`config.mk`:
```
export PLATFORM = sky130hd
export DESIGN_NAME = lock_system_p
export DESIGN_NICKNAME = d
export VERILOG_FILES = /design/src/rtl/lock_pkg.sv /design/src/rtl/lock_timer.sv /design/src/rtl/lock_system_p.sv
export SDC_FILE = /design/constraint.sdc
export NUM_CORES = 1
export LEC_CHECK = 0
export CAP_MARGIN = 10
export CELL_PAD_IN_SITES_DETAIL_PLACEMENT = 1
export CELL_PAD_IN_SITES_GLOBAL_PLACEMENT = 1
export CORE_MARGIN = 2
export CORE_UTILIZATION = 40
export DETAILED_ROUTE_END_ITERATION = 12
export DONT_BUFFER_PORTS = 1
export GPL_TIMING_DRIVEN = 0
export HOLD_SLACK_MARGIN = 0.06
export PLACE_DENSITY_LB_ADDON = 0.1
export SYNTH_ARGS = -nofsm -noshare
export SYNTH_HDL_FRONTEND = slang
export SYNTH_SLANG_ARGS = --single-unit
```
`constraint.sdc`:
```
create_clock -name clk -period 2.5 [get_ports clk]
set_input_delay 0.5 -clock clk [delete_from_list [all_inputs] [get_ports clk]]
set_output_delay 0.5 -clock clk [all_outputs]
set_load 0.005 [all_outputs]
```
`src/rtl/lock_pkg.sv`:
```
// Shared state encoding and default parameter constants for the keypad lock.
package lock_pkg;

   typedef enum logic [2:0] {
      LOCKED  = 3'd0,
      ERROR   = 3'd1,
      OPEN    = 3'd2,
      PROG    = 3'd3,
      LOCKOUT = 3'd4
   } lock_state_t;

   localparam int          DEF_DIGIT_W     = 4;
   localparam int          DEF_CODE_LEN    = 4;
   localparam int          DEF_MAX_TRIES   = 3;
   localparam int          DEF_LOCKOUT_CYC = 16;
   localparam logic [15:0] DEF_CODE        = 16'h3012;

endpackage

```
`src/rtl/lock_timer.sv`:
```
// Loadable down-counter timing the lockout interval; done is high while the count is zero.
module lock_timer #(
   parameter int W = 5
) (
   input  logic         clk,
   input  logic         rst_n,
   input  logic         load,
   input  logic [W-1:0] load_val,
   input  logic         en,
   output logic         done
);

   logic [W-1:0] cnt_r;

   // Count register: load wins, then decrement, holding at zero.
   always_ff @(posedge clk or negedge rst_n) begin
      if (!rst_n) begin
         cnt_r <= W'(0);
      end else if (load) begin
         cnt_r <= load_val;
      end else if (en && (cnt_r != W'(0))) begin
         cnt_r <= cnt_r - W'(1);
      end else begin
         cnt_r <= cnt_r;
      end
   end

   assign done = (cnt_r == W'(0));

endmodule

```
`src/rtl/lock_system_p.sv`:
```
// Parametrised code lock: digit entry, failed-attempt counting, timed lockout.
// Define LOCK_PROG_EN to enable reprogramming of the code while open.
module lock_system_p
   import lock_pkg::*;
#(
   parameter int DIGIT_W     = DEF_DIGIT_W,
   parameter int CODE_LEN    = DEF_CODE_LEN,
   parameter int MAX_TRIES   = DEF_MAX_TRIES,
   parameter int LOCKOUT_CYC = DEF_LOCKOUT_CYC,
   parameter logic [DIGIT_W*CODE_LEN-1:0] DEFAULT_CODE = DEF_CODE
) (
   input  logic                           clk,
   input  logic                           rst_n,
   input  logic                           lock,
   input  logic                           valid,
   input  logic [DIGIT_W-1:0]             pwd,
   input  logic                           prog,
   output logic                           error,
   output logic                           unlck,
   output logic                           locked_out,
   output logic [$clog2(MAX_TRIES+1)-1:0] tries_left
);

   localparam int CW    = DIGIT_W * CODE_LEN;
   localparam int IDX_W = $clog2(CODE_LEN);
   localparam int TRY_W = $clog2(MAX_TRIES + 1);
   localparam int TMR_W = $clog2(LOCKOUT_CYC + 1);

   localparam logic [IDX_W-1:0] LAST_IDX  = IDX_W'(CODE_LEN - 1);
   localparam logic [TRY_W-1:0] TRIES_MAX = TRY_W'(MAX_TRIES);
   localparam logic [TMR_W-1:0] TMR_LOAD  = TMR_W'(LOCKOUT_CYC - 1);

   // The first-entered digit sits in the most significant slot.
   function automatic logic [DIGIT_W-1:0] code_digit(input logic [CW-1:0] code,
                                                     input logic [IDX_W-1:0] idx);
      int sel;
      sel = (CODE_LEN - 1 - int'(idx)) * DIGIT_W;
      return code[sel +: DIGIT_W];
   endfunction

   lock_state_t        state_r, state_s;
   logic [IDX_W-1:0]   idx_r, idx_s;
   logic               mis_r, mis_s, mis_now_s;
   logic [TRY_W-1:0]   tries_r, tries_s, tries_dec_s;
   logic               error_r, unlck_r, locked_out_r;
   logic               tmr_load_s, tmr_done_s;
   logic [CW-1:0]      code_s;

`ifdef LOCK_PROG_EN
   logic [CW-1:0]      code_r, code_nxt_s, shadow_r, shadow_s, shadow_shift_s;
   assign code_s         = code_r;
   assign shadow_shift_s = {shadow_r[CW-DIGIT_W-1:0], pwd};
`else
   logic               unused_prog_s;
   assign code_s        = DEFAULT_CODE;
   assign unused_prog_s = prog;
`endif

   assign mis_now_s   = mis_r | (pwd != code_digit(code_s, idx_r));
   assign tries_dec_s = (tries_r != TRY_W'(0)) ? (tries_r - TRY_W'(1)) : TRY_W'(0);

   lock_timer #(.W(TMR_W)) u_timer (
      .clk      (clk),
      .rst_n    (rst_n),
      .load     (tmr_load_s),
      .load_val (TMR_LOAD),
      .en       (state_r == LOCKOUT),
      .done     (tmr_done_s)
   );

   // Next-state and datapath update; lock takes precedence over valid.
   always_comb begin
      state_s    = state_r;
      idx_s      = idx_r;
      mis_s      = mis_r;
      tries_s    = tries_r;
      tmr_load_s = 1'b0;
`ifdef LOCK_PROG_EN
      code_nxt_s = code_r;
      shadow_s   = shadow_r;
`endif
      case (state_r)
         LOCKED, ERROR: begin
            if (lock) begin
               state_s = LOCKED;
               idx_s   = IDX_W'(0);
               mis_s   = 1'b0;
            end else if (valid) begin
               if (idx_r == LAST_IDX) begin
                  idx_s = IDX_W'(0);
                  mis_s = 1'b0;
                  if (!mis_now_s) begin
                     state_s = OPEN;
                     tries_s = TRIES_MAX;
                  end else begin
                     tries_s = tries_dec_s;
                     if (tries_dec_s == TRY_W'(0)) begin
                        state_s    = LOCKOUT;
                        tmr_load_s = 1'b1;
                     end else begin
                        state_s = ERROR;
                     end
                  end
               end else begin
                  state_s = LOCKED;
                  idx_s   = idx_r + IDX_W'(1);
                  mis_s   = mis_now_s;
               end
            end else begin
               state_s = state_r;
            end
         end
         LOCKOUT: begin
            if (tmr_done_s) begin
               state_s = LOCKED;
               tries_s = TRIES_MAX;
            end else begin
               state_s = LOCKOUT;
            end
         end
         OPEN: begin
            if (lock) begin
               state_s = LOCKED;
`ifdef LOCK_PROG_EN
            end else if (valid && prog) begin
               state_s  = PROG;
               shadow_s = shadow_shift_s;
               idx_s    = IDX_W'(1);
`endif
            end else begin
               state_s = OPEN;
            end
         end
`ifdef LOCK_PROG_EN
         PROG: begin
            if (lock) begin
               state_s = LOCKED;
               idx_s   = IDX_W'(0);
            end else if (valid) begin
               shadow_s = shadow_shift_s;
               if (idx_r == LAST_IDX) begin
                  code_nxt_s = shadow_shift_s;
                  state_s    = OPEN;
                  idx_s      = IDX_W'(0);
               end else begin
                  idx_s = idx_r + IDX_W'(1);
               end
            end else begin
               state_s = PROG;
            end
         end
`endif
         default: begin
            state_s = LOCKED;
            idx_s   = IDX_W'(0);
            mis_s   = 1'b0;
         end
      endcase
   end

   // FSM state, entry progress and registered outputs decoded from the next state.
   always_ff @(posedge clk or negedge rst_n) begin
      if (!rst_n) begin
         state_r      <= LOCKED;
         idx_r        <= IDX_W'(0);
         mis_r        <= 1'b0;
         tries_r      <= TRIES_MAX;
         error_r      <= 1'b0;
         unlck_r      <= 1'b0;
         locked_out_r <= 1'b0;
      end else begin
         state_r      <= state_s;
         idx_r        <= idx_s;
         mis_r        <= mis_s;
         tries_r      <= tries_s;
         error_r      <= (state_s == ERROR) || (state_s == LOCKOUT);
         unlck_r      <= (state_s == OPEN) || (state_s == PROG);
         locked_out_r <= (state_s == LOCKOUT);
      end
   end

`ifdef LOCK_PROG_EN
   // Active code and the shadow being programmed.
   always_ff @(posedge clk or negedge rst_n) begin
      if (!rst_n) begin
         code_r   <= DEFAULT_CODE;
         shadow_r <= CW'(0);
      end else begin
         code_r   <= code_nxt_s;
         shadow_r <= shadow_s;
      end
   end
`endif

   assign error      = error_r;
   assign unlck      = unlck_r;
   assign locked_out = locked_out_r;
   assign tries_left = tries_r;

endmodule

```
==> flow_metrics.py <==
metrics = {
    "outcome": {
        "status": "finished, final reports clean",
    },
    "setup_path": {
        "cp_max_fo": 6,
        "crit_arrival_ps": 2080,
        "setup.worst_path.start": "idx_r[0]",
        "end_kind": "register",
        "crit_required_ps": 2690,
        "timing.rr.start": "idx_r[0]",
        "setup.worst_path.class": "reg -> reg",
        "start_kind": "register",
    },
    "detailed_routing": {
        "post_drt_wl_per_cell_um": 14.01,
        "drt_pass1_iterations": 4,
        "vias": 631,
        "drt_wl_total_mm": 1.611,
        "detail-route-antenna-nets": 0,
        "drtIter0Drc": 6,
        "viasPerCell": 5.487,
        "drc": 0,
    },
    "clock_tree": {
        "cts_root_buf": "clkbuf_4",
        "cts_tree": "built",
        "htreeDepth": 1,
        "clk_pin_slew_ps": 90,
        "cts-buffers-inserted": 3,
        "cts.repair.resized": 0,
        "clk_latency_ps": 280,
        "cts_buffer_depth": 2,
        "cts.sinks": 16,
    },
    "finish": {
        "syn_to_final_growth_pct": 8.358,
        "insertedDiodeCount": 0,
        "final_layout_size_suffix_gt1_frac": 0.1477,
        "fin_nets": 102,
        "fin_util": 0.4630,
    },
    "yosys": {
        "synth_top_family_by_area": "simple AND/OR/NAND/NOR gates",
        "ys_warn_count": 0,
        "syn_nets": 96,
        "syn_inst": 83,
        "synth_compound_area_frac": 0.1881,
        "async_reset_ff_frac": 1.000,
        "synth.distinct_cells": 34,
        "ys_top_cells_by_count": "14 x dfrtp_1, 10 x nand2_1, 7 x inv_1",
        "synth_top_cells_by_area": "dfrtp_1 42%, dfstp_2 6.3%, ha_1 6.0%",
        "yosysMostFrequentCell": "dfrtp_1",
        "synth_area_um2": 838.3,
        "ys_seq_area_frac": 0.4806,
        "synth-adder-area-share": 0.05970,
        "synth_mux_area_frac": 0.01343,
        "syn_avg_cell_area_um2": 10.10,
        "synthSimpleGateAreaFrac": 0.2000,
        "synth_top_cell_area_share": 0.4179,
        "ys_ff_latch": 16,
        "synth-xor-area-share": 0.02090,
        "synth-edff-count": 0,
        "synth_top_area_cell": "dfrtp_1",
        "ys.flop_type": "dfrtp_1",
    },
    "global_route": {
        "grt_max_degree": 17,
        "gr-total-overflow": 0,
        "track_usage": 0.1629,
        "grt_pass1_vias": 670,
        "grt_antenna_before_repair": 0,
        "grt_pass1_wl_mm": 3.049,
    },
    "power_and_ir_drop": {
        "switching_share": 0.3800,
        "p_int_uw": 586.0,
        "pwr-share-seq": 0.479,
        "p_leak_nw": 0.4017,
        "comb_power_share": 0.376,
        "pwr_density_cell_mw_per_mm2": 1040,
        "pwr-share-clk": 0.145,
        "p_switching_uw": 359.1,
        "peakVddDrop_mv": 0.4415,
    },
    "sta": {
        "period_minus_slack_ps": 1897,
        "finalSetupTns_ps": 0,
        "rsz0062_at_grt": "false",
        "period_share": 0.7590,
        "tightest_slew_ps": 723.6,
        "setup_slack_ps": 602.6,
        "finalClockSkew_ps": 2.667,
        "finalHoldViolations": 0,
        "timing.slew.headroom": 0.5160,
        "maxSlewViolCount": 0,
        "fmax_ghz": 0.5270,
        "setup_viol": 0,
    },
    "floorplanning": {
        "pin_count": 14,
        "std_cell_rows": 16,
        "core_area_mm2": 0.001962,
        "die_area_mm2": 0.002478,
        "die_h_um": 49.78,
        "dieWidth_um": 49.78,
        "start_util": 0.4273,
    },
    "worst_hold_path": {
        "min-delay-start": "lock",
        "hold_path.class": "in -> reg",
    },
    "placement": {
        "pre_cts_ws_ps": 584.0,
        "hpwl_mm": 1.234,
        "numPortBuffers": 0,
        "gp_congestion": 0.7132,
    },
    "flow_run": {
        "maxCapViolations": 0,
    },
}
[stage by stage]
stage               cells  hold WS [ps]  power (mW)  instance area (µm²)
global placement      110         204.7      0.7971                872.1
finish                115         279.8      0.9451                908.4
global route          115         252.4       1.047                908.4
floorplan              83         204.4      0.7283                838.3
CTS                   115         267.4      0.9676                908.4
detailed placement    110         204.7      0.8180                872.1
[logic make-up (layout without fill, tap and decap cells)]
logic type | count (synthesis) | after routing
buffers and inverters | 8 | 13
adder cells (fa/ha/maj) | 4 | 4
AND/OR/NAND/NOR | 32 | 32
multiplexers | 1 | 1
AO/OA/AOI/OAI | 20 | 20
XOR/XNOR | 2 | 2
flip-flops | 16 | 16
[worst max-delay path, stage by stage (launching register included)]
cell and delay [ps]:
dfrtp_1 390, inv_1 80, ha_1 330, xor2_1 180, o211ai_2 180, or3_1 400
a211oi_1 240
[power by group through the flow]
| stage | clock [mW] | sequential [mW] | combinational (mW) |
|---|---|---|---|
| after global placement | 0 | 0.456 | 0.342 |
| after global routing | 0.160 | 0.469 | 0.418 |
| after floorplan | 0 | 0.434 | 0.294 |
| after detailed placement | 0 | 0.461 | 0.357 |
| final | 0.137 | 0.453 | 0.355 |
| after CTS | 0.147 | 0.455 | 0.366 |
[metal layers]
metal,GRT usage,vias to the layer above,share of wire
met2,0.2711,6,0.51
met5,0,-,0
li1,-,309,-
met4,0.06944,0,0.0087
met3,0.04242,2,0.034
met1,0.1981,314,0.45
[cell type report]
| class | instances | area (µm²) |
|---|---|---|
| Buffer | 1 | 5.005 |
| Multi-Input combinational cell | 59 | 404.1 |
| Sequential cell | 16 | 402.9 |
| Tap cell | 27 | 33.78 |
| Clock buffer | 4 | 26.28 |
| Inverter | 7 | 26.28 |
| Fill cell | 242 | 1054 |
| Timing Repair Buffer | 1 | 10.01 |
[layout by cell type, fill, tap and decap left out, types with 2 or more instances in the layout]
cell and count:
a211oi_1 2, clkbuf_4 3, dfrtp_1 14, dfstp_2 2, ha_1 4, inv_1 7
nand2_1 10, nand3_1 3, nor2_1 3, nor2b_1 2, nor3_1 6, o211ai_1 2
o21ai_0 4, o21ai_1 2, or3_1 2
[registers in the layout, summed over array words and instances, names as in the netlist]
register	count
unlck	1
locked_out	1
tries_left	2
mis_r	1
u_timer.cnt_r	5
idx_r	2
error	1
state_r	3
[worst paths after layout]
| check | endpoint | slack, ps | cells after the start |
|---|---|---|---|
| worst max-delay path | state_r[1] | 600 | 6 |
| worst min-delay path | state_r[1] | 280 | 1 |
| worst max register to register | state_r[1] | 600 | 6 |
| worst min register to register | u_timer.cnt_r[4] | 530 | 1 |
| max in group asynchronous | u_timer.cnt_r[1] | 1330 | 1 |
| min in group asynchronous | unlck | 720 | 1 |
[timing repair]
action,in CTS,in global routing
endpoints found under the hold margin,16,0
buffers inserted,0,0
hold buffers,1,0
Power figures use the tool's default switching activity.
